`config.mk`:
```
export PLATFORM = sky130hd
export DESIGN_NAME = av2_recon_packer_flat
export DESIGN_NICKNAME = d
export VERILOG_FILES = /design/src/rtl/av2_recon_packer_if.sv /design/src/rtl/av2_recon_packer.sv /design/src/flat_wrapper.sv
export SDC_FILE = /design/constraint.sdc
export NUM_CORES = 1
export LEC_CHECK = 0
export ABC_AREA = 0
export CAP_MARGIN = 20
export CORE_MARGIN = 10
export CORE_UTILIZATION = 40
export CTS_CLUSTER_SIZE = 16
export DETAILED_ROUTE_END_ITERATION = 6
export HOLD_SLACK_MARGIN = 0.15
export REMOVE_ABC_BUFFERS = 1
export SLEW_MARGIN = 20
export SYNTH_ARGS = -nofsm -noshare
export SYNTH_HDL_FRONTEND = slang
export SYNTH_SLANG_ARGS = --single-unit
```
`constraint.sdc`:
```
create_clock -name clk -period 11.8 [get_ports clk]
set_input_delay 3.54 -clock clk [delete_from_list [all_inputs] [get_ports clk]]
set_output_delay 3.54 -clock clk [all_outputs]
set_load 0.02 [all_outputs]
```
`src/rtl/av2_recon_packer_if.sv`:
```
// Pixel-in / packed-word-out streams of the reconstruction packer.
// The slave modport is the packer's view; master is the producer/sink side.
interface av2_recon_packer_if #(
    parameter int unsigned PIXEL_WIDTH = 10,
    parameter int unsigned DW          = 128,
    parameter int unsigned ADDR_WIDTH  = 32
);
    logic [PIXEL_WIDTH-1:0] pix_data;
    logic                   pix_valid;
    logic                   pix_ready;
    logic [DW-1:0]          out_data;
    logic [ADDR_WIDTH-1:0]  out_addr;
    logic                   out_valid;
    logic                   out_ready;

    modport master (
        output pix_data, pix_valid, out_ready,
        input  pix_ready, out_data, out_addr, out_valid
    );

    modport slave (
        input  pix_data, pix_valid, out_ready,
        output pix_ready, out_data, out_addr, out_valid
    );
endinterface

```
`src/rtl/av2_recon_packer.sv`:
```
// Packs a raster pixel stream into LANES-wide words with per-row end padding and
// sequential word addresses, buffered through a small first-word-fall-through FIFO.
module av2_recon_packer #(
    parameter int unsigned PIXEL_WIDTH = 10,
    parameter int unsigned LANES       = 16,
    parameter int unsigned OUT_8BIT    = 1,
    parameter int unsigned FIFO_DEPTH  = 4,
    parameter int unsigned ADDR_WIDTH  = 32,
    localparam int unsigned OW         = (OUT_8BIT != 0) ? 8 : PIXEL_WIDTH,
    localparam int unsigned DW         = LANES * OW
) (
    input  logic                  clk,
    input  logic                  rst_n,
    input  logic                  start_i,
    input  logic [15:0]           frame_width_i,
    input  logic [15:0]           frame_height_i,
    input  logic [ADDR_WIDTH-1:0] base_addr_i,
    av2_recon_packer_if.slave     bus,
    output logic                  busy_o,
    output logic                  frame_done_o,
    output logic                  err_overrun_o
);
    localparam int unsigned LaneBits = $clog2(LANES);
    localparam int unsigned PtrBits  = $clog2(FIFO_DEPTH);
    localparam int unsigned CntBits  = PtrBits + 1;

    typedef enum logic [1:0] {StIdle, StRun, StDrain, StDone} state_e;

    state_e                state_q, state_d;
    logic [15:0]           col_q, col_d;
    logic [15:0]           row_q, row_d;
    logic [ADDR_WIDTH-1:0] word_cnt_q, word_cnt_d;
    logic [15:0]           width_q, width_d;
    logic [15:0]           height_q, height_d;
    logic [ADDR_WIDTH-1:0] base_q, base_d;
    logic [DW-1:0]         word_q, word_d;
    logic                  err_q, err_d;

    logic [DW-1:0]         mem_data [FIFO_DEPTH];
    logic [ADDR_WIDTH-1:0] mem_addr [FIFO_DEPTH];
    logic [PtrBits-1:0]    wptr_q, wptr_d;
    logic [PtrBits-1:0]    rptr_q, rptr_d;
    logic [CntBits-1:0]    count_q, count_d;

    logic [OW-1:0]         pix_conv;
    logic [DW-1:0]         packed_word;
    logic [LaneBits-1:0]   lane;
    logic                  empty_frame;
    logic                  start_accept;
    logic                  pix_fire;
    logic                  pix_accept;
    logic                  row_end;
    logic                  frame_end;
    logic                  push;
    logic                  pop;

    // Round-half-up to 8 bits, saturating when the rounding carries past 255.
    if (OUT_8BIT != 0 && PIXEL_WIDTH > 8) begin : g_round
        localparam int unsigned Shift = PIXEL_WIDTH - 8;
        localparam logic [PIXEL_WIDTH:0] Half = (PIXEL_WIDTH + 1)'(1) << (Shift - 1);
        logic [PIXEL_WIDTH:0] sum;
        logic [PIXEL_WIDTH:0] shifted;
        assign sum      = {1'b0, bus.pix_data} + Half;
        assign shifted  = sum >> Shift;
        assign pix_conv = (|shifted[PIXEL_WIDTH:8]) ? 8'hFF : shifted[7:0];
    end else begin : g_native
        assign pix_conv = bus.pix_data;
    end

    assign lane         = col_q[LaneBits-1:0];
    assign empty_frame  = (width_q == 16'd0) || (height_q == 16'd0);
    assign start_accept = start_i && (state_q == StIdle);
    assign pix_fire     = bus.pix_valid && bus.pix_ready;
    assign pix_accept   = pix_fire && !empty_frame;
    assign row_end      = (col_q == width_q - 16'd1);
    assign frame_end    = row_end && (row_q == height_q - 16'd1);
    assign push         = pix_accept && ((&lane) || row_end);
    assign pop          = bus.out_valid && bus.out_ready;

    // Lanes below the current one keep earlier pixels; at row end the rest replicate.
    always_comb begin
        packed_word = word_q;
        for (int unsigned i = 0; i < LANES; i++) begin
            if ((LaneBits'(i) == lane) || (row_end && (LaneBits'(i) > lane))) begin
                packed_word[i*OW +: OW] = pix_conv;
            end
        end
    end

    always_comb begin
        state_d = state_q;
        err_d   = start_i && ((state_q == StRun) || (state_q == StDrain));
        unique case (state_q)
            StIdle: if (start_i) state_d = StRun;
            StRun: begin
                if (empty_frame) begin
                    state_d = StDone;
                end else if (pix_accept && frame_end) begin
                    state_d = StDrain;
                end
            end
            StDrain: if (count_q == '0) state_d = StDone;
            StDone:  state_d = StIdle;
            default: state_d = StIdle;
        endcase
    end

    always_comb begin
        col_d      = col_q;
        row_d      = row_q;
        word_cnt_d = word_cnt_q;
        width_d    = width_q;
        height_d   = height_q;
        base_d     = base_q;
        word_d     = word_q;
        if (start_accept) begin
            width_d    = frame_width_i;
            height_d   = frame_height_i;
            base_d     = base_addr_i;
            col_d      = '0;
            row_d      = '0;
            word_cnt_d = '0;
        end
        if (pix_accept) begin
            word_d = packed_word;
            if (row_end) begin
                col_d = '0;
                row_d = row_q + 16'd1;
            end else begin
                col_d = col_q + 16'd1;
            end
        end
        if (push) word_cnt_d = word_cnt_q + 1'b1;
    end

    always_comb begin
        wptr_d  = wptr_q;
        rptr_d  = rptr_q;
        count_d = count_q;
        if (push) wptr_d = wptr_q + 1'b1;
        if (pop)  rptr_d = rptr_q + 1'b1;
        if (push && !pop) begin
            count_d = count_q + 1'b1;
        end else if (pop && !push) begin
            count_d = count_q - 1'b1;
        end
    end

    always_ff @(posedge clk or posedge rst_n) begin
        if (rst_n) begin
            state_q    <= StIdle;
            col_q      <= '0;
            row_q      <= '0;
            word_cnt_q <= '0;
            width_q    <= '0;
            height_q   <= '0;
            base_q     <= '0;
            word_q     <= '0;
            err_q      <= 1'b0;
            wptr_q     <= '0;
            rptr_q     <= '0;
            count_q    <= '0;
        end else begin
            state_q    <= state_d;
            col_q      <= col_d;
            row_q      <= row_d;
            word_cnt_q <= word_cnt_d;
            width_q    <= width_d;
            height_q   <= height_d;
            base_q     <= base_d;
            word_q     <= word_d;
            err_q      <= err_d;
            wptr_q     <= wptr_d;
            rptr_q     <= rptr_d;
            count_q    <= count_d;
        end
    end

    // Storage needs no reset: entries are only visible while count_q covers them.
    always_ff @(posedge clk) begin
        if (push) begin
            mem_data[wptr_q] <= packed_word;
            mem_addr[wptr_q] <= base_q + word_cnt_q;
        end
    end

    assign bus.out_valid = (count_q != '0);
    assign bus.out_data  = bus.out_valid ? mem_data[rptr_q] : '0;
    assign bus.out_addr  = bus.out_valid ? mem_addr[rptr_q] : '0;
    assign bus.pix_ready = (state_q == StRun) && (count_q < CntBits'(FIFO_DEPTH));

    assign busy_o        = (state_q == StRun) || (state_q == StDrain);
    assign frame_done_o  = (state_q == StDone);
    assign err_overrun_o = err_q;
endmodule

```
`src/flat_wrapper.sv`:
```
// flat-port wrapper written by rule: the top's interface ports become plain ports
module av2_recon_packer_flat 
#(
    parameter int unsigned PIXEL_WIDTH = 10,
    parameter int unsigned LANES       = 16,
    parameter int unsigned OUT_8BIT    = 1,
    parameter int unsigned FIFO_DEPTH  = 4,
    parameter int unsigned ADDR_WIDTH  = 32,
    localparam int unsigned OW         = (OUT_8BIT != 0) ? 8 : PIXEL_WIDTH,
    localparam int unsigned DW         = LANES * OW
)
  (clk, rst_n, start_i, frame_width_i, frame_height_i, base_addr_i, busy_o, frame_done_o, err_overrun_o, bus_pix_data, bus_pix_valid, bus_out_ready, bus_pix_ready, bus_out_data, bus_out_addr, bus_out_valid);
  av2_recon_packer_if #(.PIXEL_WIDTH(PIXEL_WIDTH), .DW(128), .ADDR_WIDTH(ADDR_WIDTH)) bus_i ();
  input  logic clk;
  input  logic rst_n;
  input  logic start_i;
  input  logic [15:0] frame_width_i;
  input  logic [15:0] frame_height_i;
  input  logic [ADDR_WIDTH-1:0] base_addr_i;
  output logic busy_o;
  output logic frame_done_o;
  output logic err_overrun_o;
  input wire logic [$bits(bus_i.pix_data)-1:0] bus_pix_data;
  input wire logic [$bits(bus_i.pix_valid)-1:0] bus_pix_valid;
  input wire logic [$bits(bus_i.out_ready)-1:0] bus_out_ready;
  output wire logic [$bits(bus_i.pix_ready)-1:0] bus_pix_ready;
  output wire logic [$bits(bus_i.out_data)-1:0] bus_out_data;
  output wire logic [$bits(bus_i.out_addr)-1:0] bus_out_addr;
  output wire logic [$bits(bus_i.out_valid)-1:0] bus_out_valid;
  assign bus_i.pix_data = bus_pix_data;
  assign bus_i.pix_valid = bus_pix_valid;
  assign bus_i.out_ready = bus_out_ready;
  assign bus_pix_ready = bus_i.pix_ready;
  assign bus_out_data = bus_i.out_data;
  assign bus_out_addr = bus_i.out_addr;
  assign bus_out_valid = bus_i.out_valid;
  av2_recon_packer #(.PIXEL_WIDTH(PIXEL_WIDTH), .LANES(LANES), .OUT_8BIT(OUT_8BIT), .FIFO_DEPTH(FIFO_DEPTH), .ADDR_WIDTH(ADDR_WIDTH)) u_core (.clk(clk), .rst_n(rst_n), .start_i(start_i), .frame_width_i(frame_width_i), .frame_height_i(frame_height_i), .base_addr_i(base_addr_i), .bus(bus_i), .busy_o(busy_o), .frame_done_o(frame_done_o), .err_overrun_o(err_overrun_o));
endmodule
```
==> load_flow_metrics.sql <==
INSERT INTO impl_metrics (metric_group, metric, value, unit) VALUES
('outcome', 'run_status', 'completed', ''),
('synth', 'syn_inst', '2689', ''),
('synth', 'post-synth-top-area-cell', 'sky130_fd_sc_hd__edfxtp_1', ''),
('worst_setup_path', 'criticalPathCategory', 'flip-flop to primary output', ''),
('pwr', 'power-per-cell-area', '224', 'nW/µm²'),
('route', 'vias_per_cell', '5.47', ''),
('synth', 'ys_types', '83', ''),
('sta', 'max_freq', '135', 'MHz'),
('sta', 'fin_crit', '7390', 'ps'),
('synth', 'synth_area', '40400', 'µm²'),
('route', 'drcViolationCount', '0', ''),
('grt', 'grt_remaining_overflow', '0', ''),
('sta', 'fin_crit_sh', '62.6', '%'),
('worst_setup_path', 'signal_arrival_time_at_the_worst_endpoint', '3850', 'ps'),
('floorplanning', 'fp.dieW', '338', 'µm'),
('min_path', 'worstHoldPathType', 'flip-flop to flip-flop', ''),
('pwr', 'sequentialPowerShare', '38.7', '%'),
('route', 'detailedRoute.firstPassIterationCount', '5', ''),
('sta', 'timing.max_slew.rel_slack', '23.1', '%'),
('worst_setup_path', 'critPathRequiredTime', '8260', 'ps'),
('route', 'vias', '23479', ''),
('clock_network', 'clkSlewWorstSetupHoldPaths', '60', 'ps'),
('route', 'drt-total-wl', '98.6', 'mm'),
('floorplanning', 'die_height', '338', 'µm'),
('grt', 'groute.layer.met3.usage', '3.61', '%'),
('synth', 'synth_seq_area_share', '64.0', '%'),
('pwr', 'clkPwrFrac', '28.4', '%'),
('placed_design', 'post-place-cells', '4108', ''),
('synth', 'yosys.area_share.xor_xnor', '1.76', '%'),
('worst_setup_path', 'cpPeakStageDelay', '890', 'ps'),
('cells_and_area', 'final.fill_count', '8607', ''),
('sta', 'finalClockSkew', '20.0', 'ps'),
('synth', 'synthSimpleGateAreaFrac', '9.39', '%'),
('route', 'detail-route-antenna-nets', '0', ''),
('pwr', 'vdd_drop_max', '133', 'µV'),
('cells_and_area', 'nNetsFinal', '3039', ''),
('synth', 'synth.top_cell.area_share', '47.5', '%'),
('cells_and_area', 'stdcell_count', '4290', ''),
('cells_and_area', 'syn2layout_area_growth', '17.2', '%'),
('synth', 'number_of_register_bits_inferred_by_synthesis', '906', ''),
('worst_setup_path', 'critical_path.slowest_cell', 'sky130_fd_sc_hd__dfrtp_4', ''),
('synth', 'combinational_family_with_the_most_area_after_synthesis', 'multiplexers', ''),
('synth', 'synth-async-reset-ratio', '29.4', '%'),
('grt', 'grt_pass1_vias', '24756', ''),
('synth', 'synth.avg_cell_area', '15.0', 'µm²'),
('synth', 'synth-main-ff-cell', 'sky130_fd_sc_hd__edfxtp_1', ''),
('synth', 'ys.warnings.count', '0', ''),
('worst_setup_path', 'cp-end-kind', 'primary output', ''),
('placed_design', 'hpwlAfterDp', '60.3', 'mm'),
('sta', 'unrepaired_setup_endpoints_after_global_routing', 'no', ''),
('cells_and_area', 'drive_gt1_share', '21.2', '%'),
('clock_network', 'cts.repair_timing.setup_buffer_count', '0', ''),
('floorplanning', 'top_level_ports', '244', ''),
('sta', 'finalHoldViolations', '0', ''),
('clock_network', 'hold_buffers', '0', ''),
('floorplanning', 'core_area', '100000', 'µm²'),
('route', 'initialDrtViolationCount', '1879', ''),
('worst_setup_path', 'cells_along_the_critical_path', 'buf_4 -> mux4_2 -> and2_1 -> clkdlybuf4s50_1', ''),
('clock_network', 'clk_path_buf_depth', '3', ''),
('floorplanning', 'start_util', '40.4', '%'),
('cells_and_area', 'postLayoutCoreUtil', '47.3', '%'),
('synth', 'synth_mux_area_share', '16.9', '%'),
('pwr', 'combPwrFrac', '32.9', '%'),
('clock_network', 'cts_resized', '0', ''),
('synth', 'synth_area_leaders', 'sky130_fd_sc_hd__edfxtp_1 (48%), sky130_fd_sc_hd__dfrtp_1 (16%), sky130_fd_sc_hd__mux4_2 (8.9%)', ''),
('sta', 'fin_tns_setup', '0', 'ps'),
('route', 'wl_per_cell', '23.0', 'µm'),
('grt', 'grt_max_degree', '106', ''),
('grt', 'met1_usage', '22.3', '%'),
('grt', 'groute.layer.met2.usage', '29.0', '%'),
('clock_network', 'cts_tree', 'yes', '');
kinds of logic (layout without fill, tap and decap cells):
kind of cell / Yosys count / in the layout
simple gates: 749 / 749
other cells: 0 / 2
flops: 906 / 906
fa+ha+maj: 52 / 52
buf+inv: 189 / 490
compound gates: 262 / 262
mux: 450 / 450
xor+xnor: 81 / 81
flip-flops by register name, summed over array words and instances, names as in the netlist:
| register | flops |
|---|---|
| u_core.rptr_q | 2 |
| u_core.mem_data | 512 |
| u_core.state_q | 2 |
| u_core.wptr_q | 2 |
| u_core.err_overrun_o | 1 |
| u_core.mem_addr | 128 |
| u_core.word_q | 128 |
| u_core.base_q | 32 |
| u_core.word_cnt_q | 32 |
| u_core.height_q | 16 |
| u_core.count_q | 3 |
| u_core.width_q | 16 |
| u_core.row_q | 16 |
| u_core.col_q | 16 |
through the flow:
step / hold WS [ps] / worst slack [ps] / cell area [µm²]
2_1_floorplan: 440 / 935 / 39800
3_3_place_gp: 456 / 4870 / 44200
3_5_place_dp: 473 / 4900 / 44200
4_1_cts: 489 / 4220 / 47400
5_1_grt: 510 / 4070 / 47400
6_report: 484 / 4410 / 47400
metal layers:
layer	vias to the layer above	share of wire (%)
met2	644	49
met4	2	2.4
met1	12101	42
met5	-	0.012
li1	10600	-
met3	132	6.2
cells in the mapped netlist (11+ instances only):
master                     number
sky130_fd_sc_hd__mux2_2       259
sky130_fd_sc_hd__nand2_1      292
sky130_fd_sc_hd__nor4_1        11
sky130_fd_sc_hd__xnor2_1       51
sky130_fd_sc_hd__xor2_1        30
sky130_fd_sc_hd__nand4_1       13
sky130_fd_sc_hd__buf_1         27
sky130_fd_sc_hd__nand3_1       43
sky130_fd_sc_hd__o21ai_0       66
sky130_fd_sc_hd__dfrtp_1      266
sky130_fd_sc_hd__nor2_1        70
sky130_fd_sc_hd__ha_1          50
sky130_fd_sc_hd__a21o_1        18
sky130_fd_sc_hd__a31oi_1       18
sky130_fd_sc_hd__mux4_2       160
sky130_fd_sc_hd__o21a_1        13
sky130_fd_sc_hd__and3_1        41
sky130_fd_sc_hd__clkbuf_1      99
sky130_fd_sc_hd__nor3_1        26
sky130_fd_sc_hd__edfxtp_1     640
sky130_fd_sc_hd__nand2b_1      12
sky130_fd_sc_hd__and2_1       175
sky130_fd_sc_hd__o22ai_1       14
sky130_fd_sc_hd__buf_2         16
sky130_fd_sc_hd__mux2i_1       31
sky130_fd_sc_hd__inv_1         42
sky130_fd_sc_hd__a21oi_1       45
sky130_fd_sc_hd__nor2b_1       15
cell type report:
class	instances	area (µm²)	share of cell area, %
sequential	906	25900	54.6
multi-input combinational	1594	13900	29.3
clock buffer	143	2760	5.83
timing repair buffer	268	2650	5.59
tap	1298	1620	3.43
clock inverter	36	414	0.874
inverter	43	169	0.356
antenna	2	5.00	0.0106
cells in the final DEF (no fill, tap or decap), types with 7 or more instances in the layout:
cell	instances
sky130_fd_sc_hd__edfxtp_1	640
sky130_fd_sc_hd__nand2_1	289
sky130_fd_sc_hd__dfrtp_1	264
sky130_fd_sc_hd__mux2_2	259
sky130_fd_sc_hd__clkdlybuf4s50_1	242
sky130_fd_sc_hd__and2_1	174
sky130_fd_sc_hd__mux4_2	160
sky130_fd_sc_hd__clkbuf_16	99
sky130_fd_sc_hd__nor2_1	69
sky130_fd_sc_hd__o21ai_0	65
sky130_fd_sc_hd__xnor2_1	51
sky130_fd_sc_hd__ha_1	50
sky130_fd_sc_hd__a21oi_1	44
sky130_fd_sc_hd__nand3_1	43
sky130_fd_sc_hd__inv_1	41
sky130_fd_sc_hd__and3_1	36
sky130_fd_sc_hd__clkbuf_1	32
sky130_fd_sc_hd__mux2i_1	31
sky130_fd_sc_hd__xor2_1	30
sky130_fd_sc_hd__nor3_1	25
sky130_fd_sc_hd__buf_4	24
sky130_fd_sc_hd__a21o_1	18
sky130_fd_sc_hd__a31oi_1	17
sky130_fd_sc_hd__nor2b_1	15
sky130_fd_sc_hd__o22ai_1	14
sky130_fd_sc_hd__nand4_1	13
sky130_fd_sc_hd__o21a_1	12
sky130_fd_sc_hd__clkbuf_8	12
sky130_fd_sc_hd__nor4_1	11
sky130_fd_sc_hd__nand2b_1	11
sky130_fd_sc_hd__clkinv_2	11
sky130_fd_sc_hd__a211oi_1	9
sky130_fd_sc_hd__clkinv_1	9
sky130_fd_sc_hd__or4_1	8
sky130_fd_sc_hd__bufinv_16	8
sky130_fd_sc_hd__o31ai_1	7
sky130_fd_sc_hd__or3_1	7
worst paths after layout:
check                             startpoint               endpoint  slack (ps)  cells after the start
min in group asynchronous              rst_n     u_core.height_q[8]        3450                      2
setup reg to reg           u_core.width_q[0]  u_core.mem_data[3][1]        6380                     11
hold reg to reg             u_core.word_q[6]       u_core.word_q[6]         480                      2
setup / recovery            u_core.rptr_q[0]       bus_out_data[38]        4410                      4
max in group asynchronous              rst_n      u_core.word_q[23]        6910                      3
hold / removal              u_core.word_q[6]       u_core.word_q[6]         480                      2
critical path: cells and delay by family (launching register included):
kind / cells / cell delay (ps)
buffers and inverters: 2 / 1380
flip-flops: 1 / 890
multiplexers: 1 / 650
AND/OR/NAND/NOR: 1 / 180
power groups by stage:
stage | Clock (µW) | Combinational, µW | Sequential (µW)
2_1_floorplan | 0 | 2250 | 4250
3_3_place_gp | 0 | 3500 | 4150
3_5_place_dp | 0 | 3560 | 4170
4_1_cts | 3080 | 3580 | 4110
5_1_grt | 3220 | 3760 | 4140
6_report | 3010 | 3490 | 4110
No activity file was read; power rests on OpenSTA's default activity.
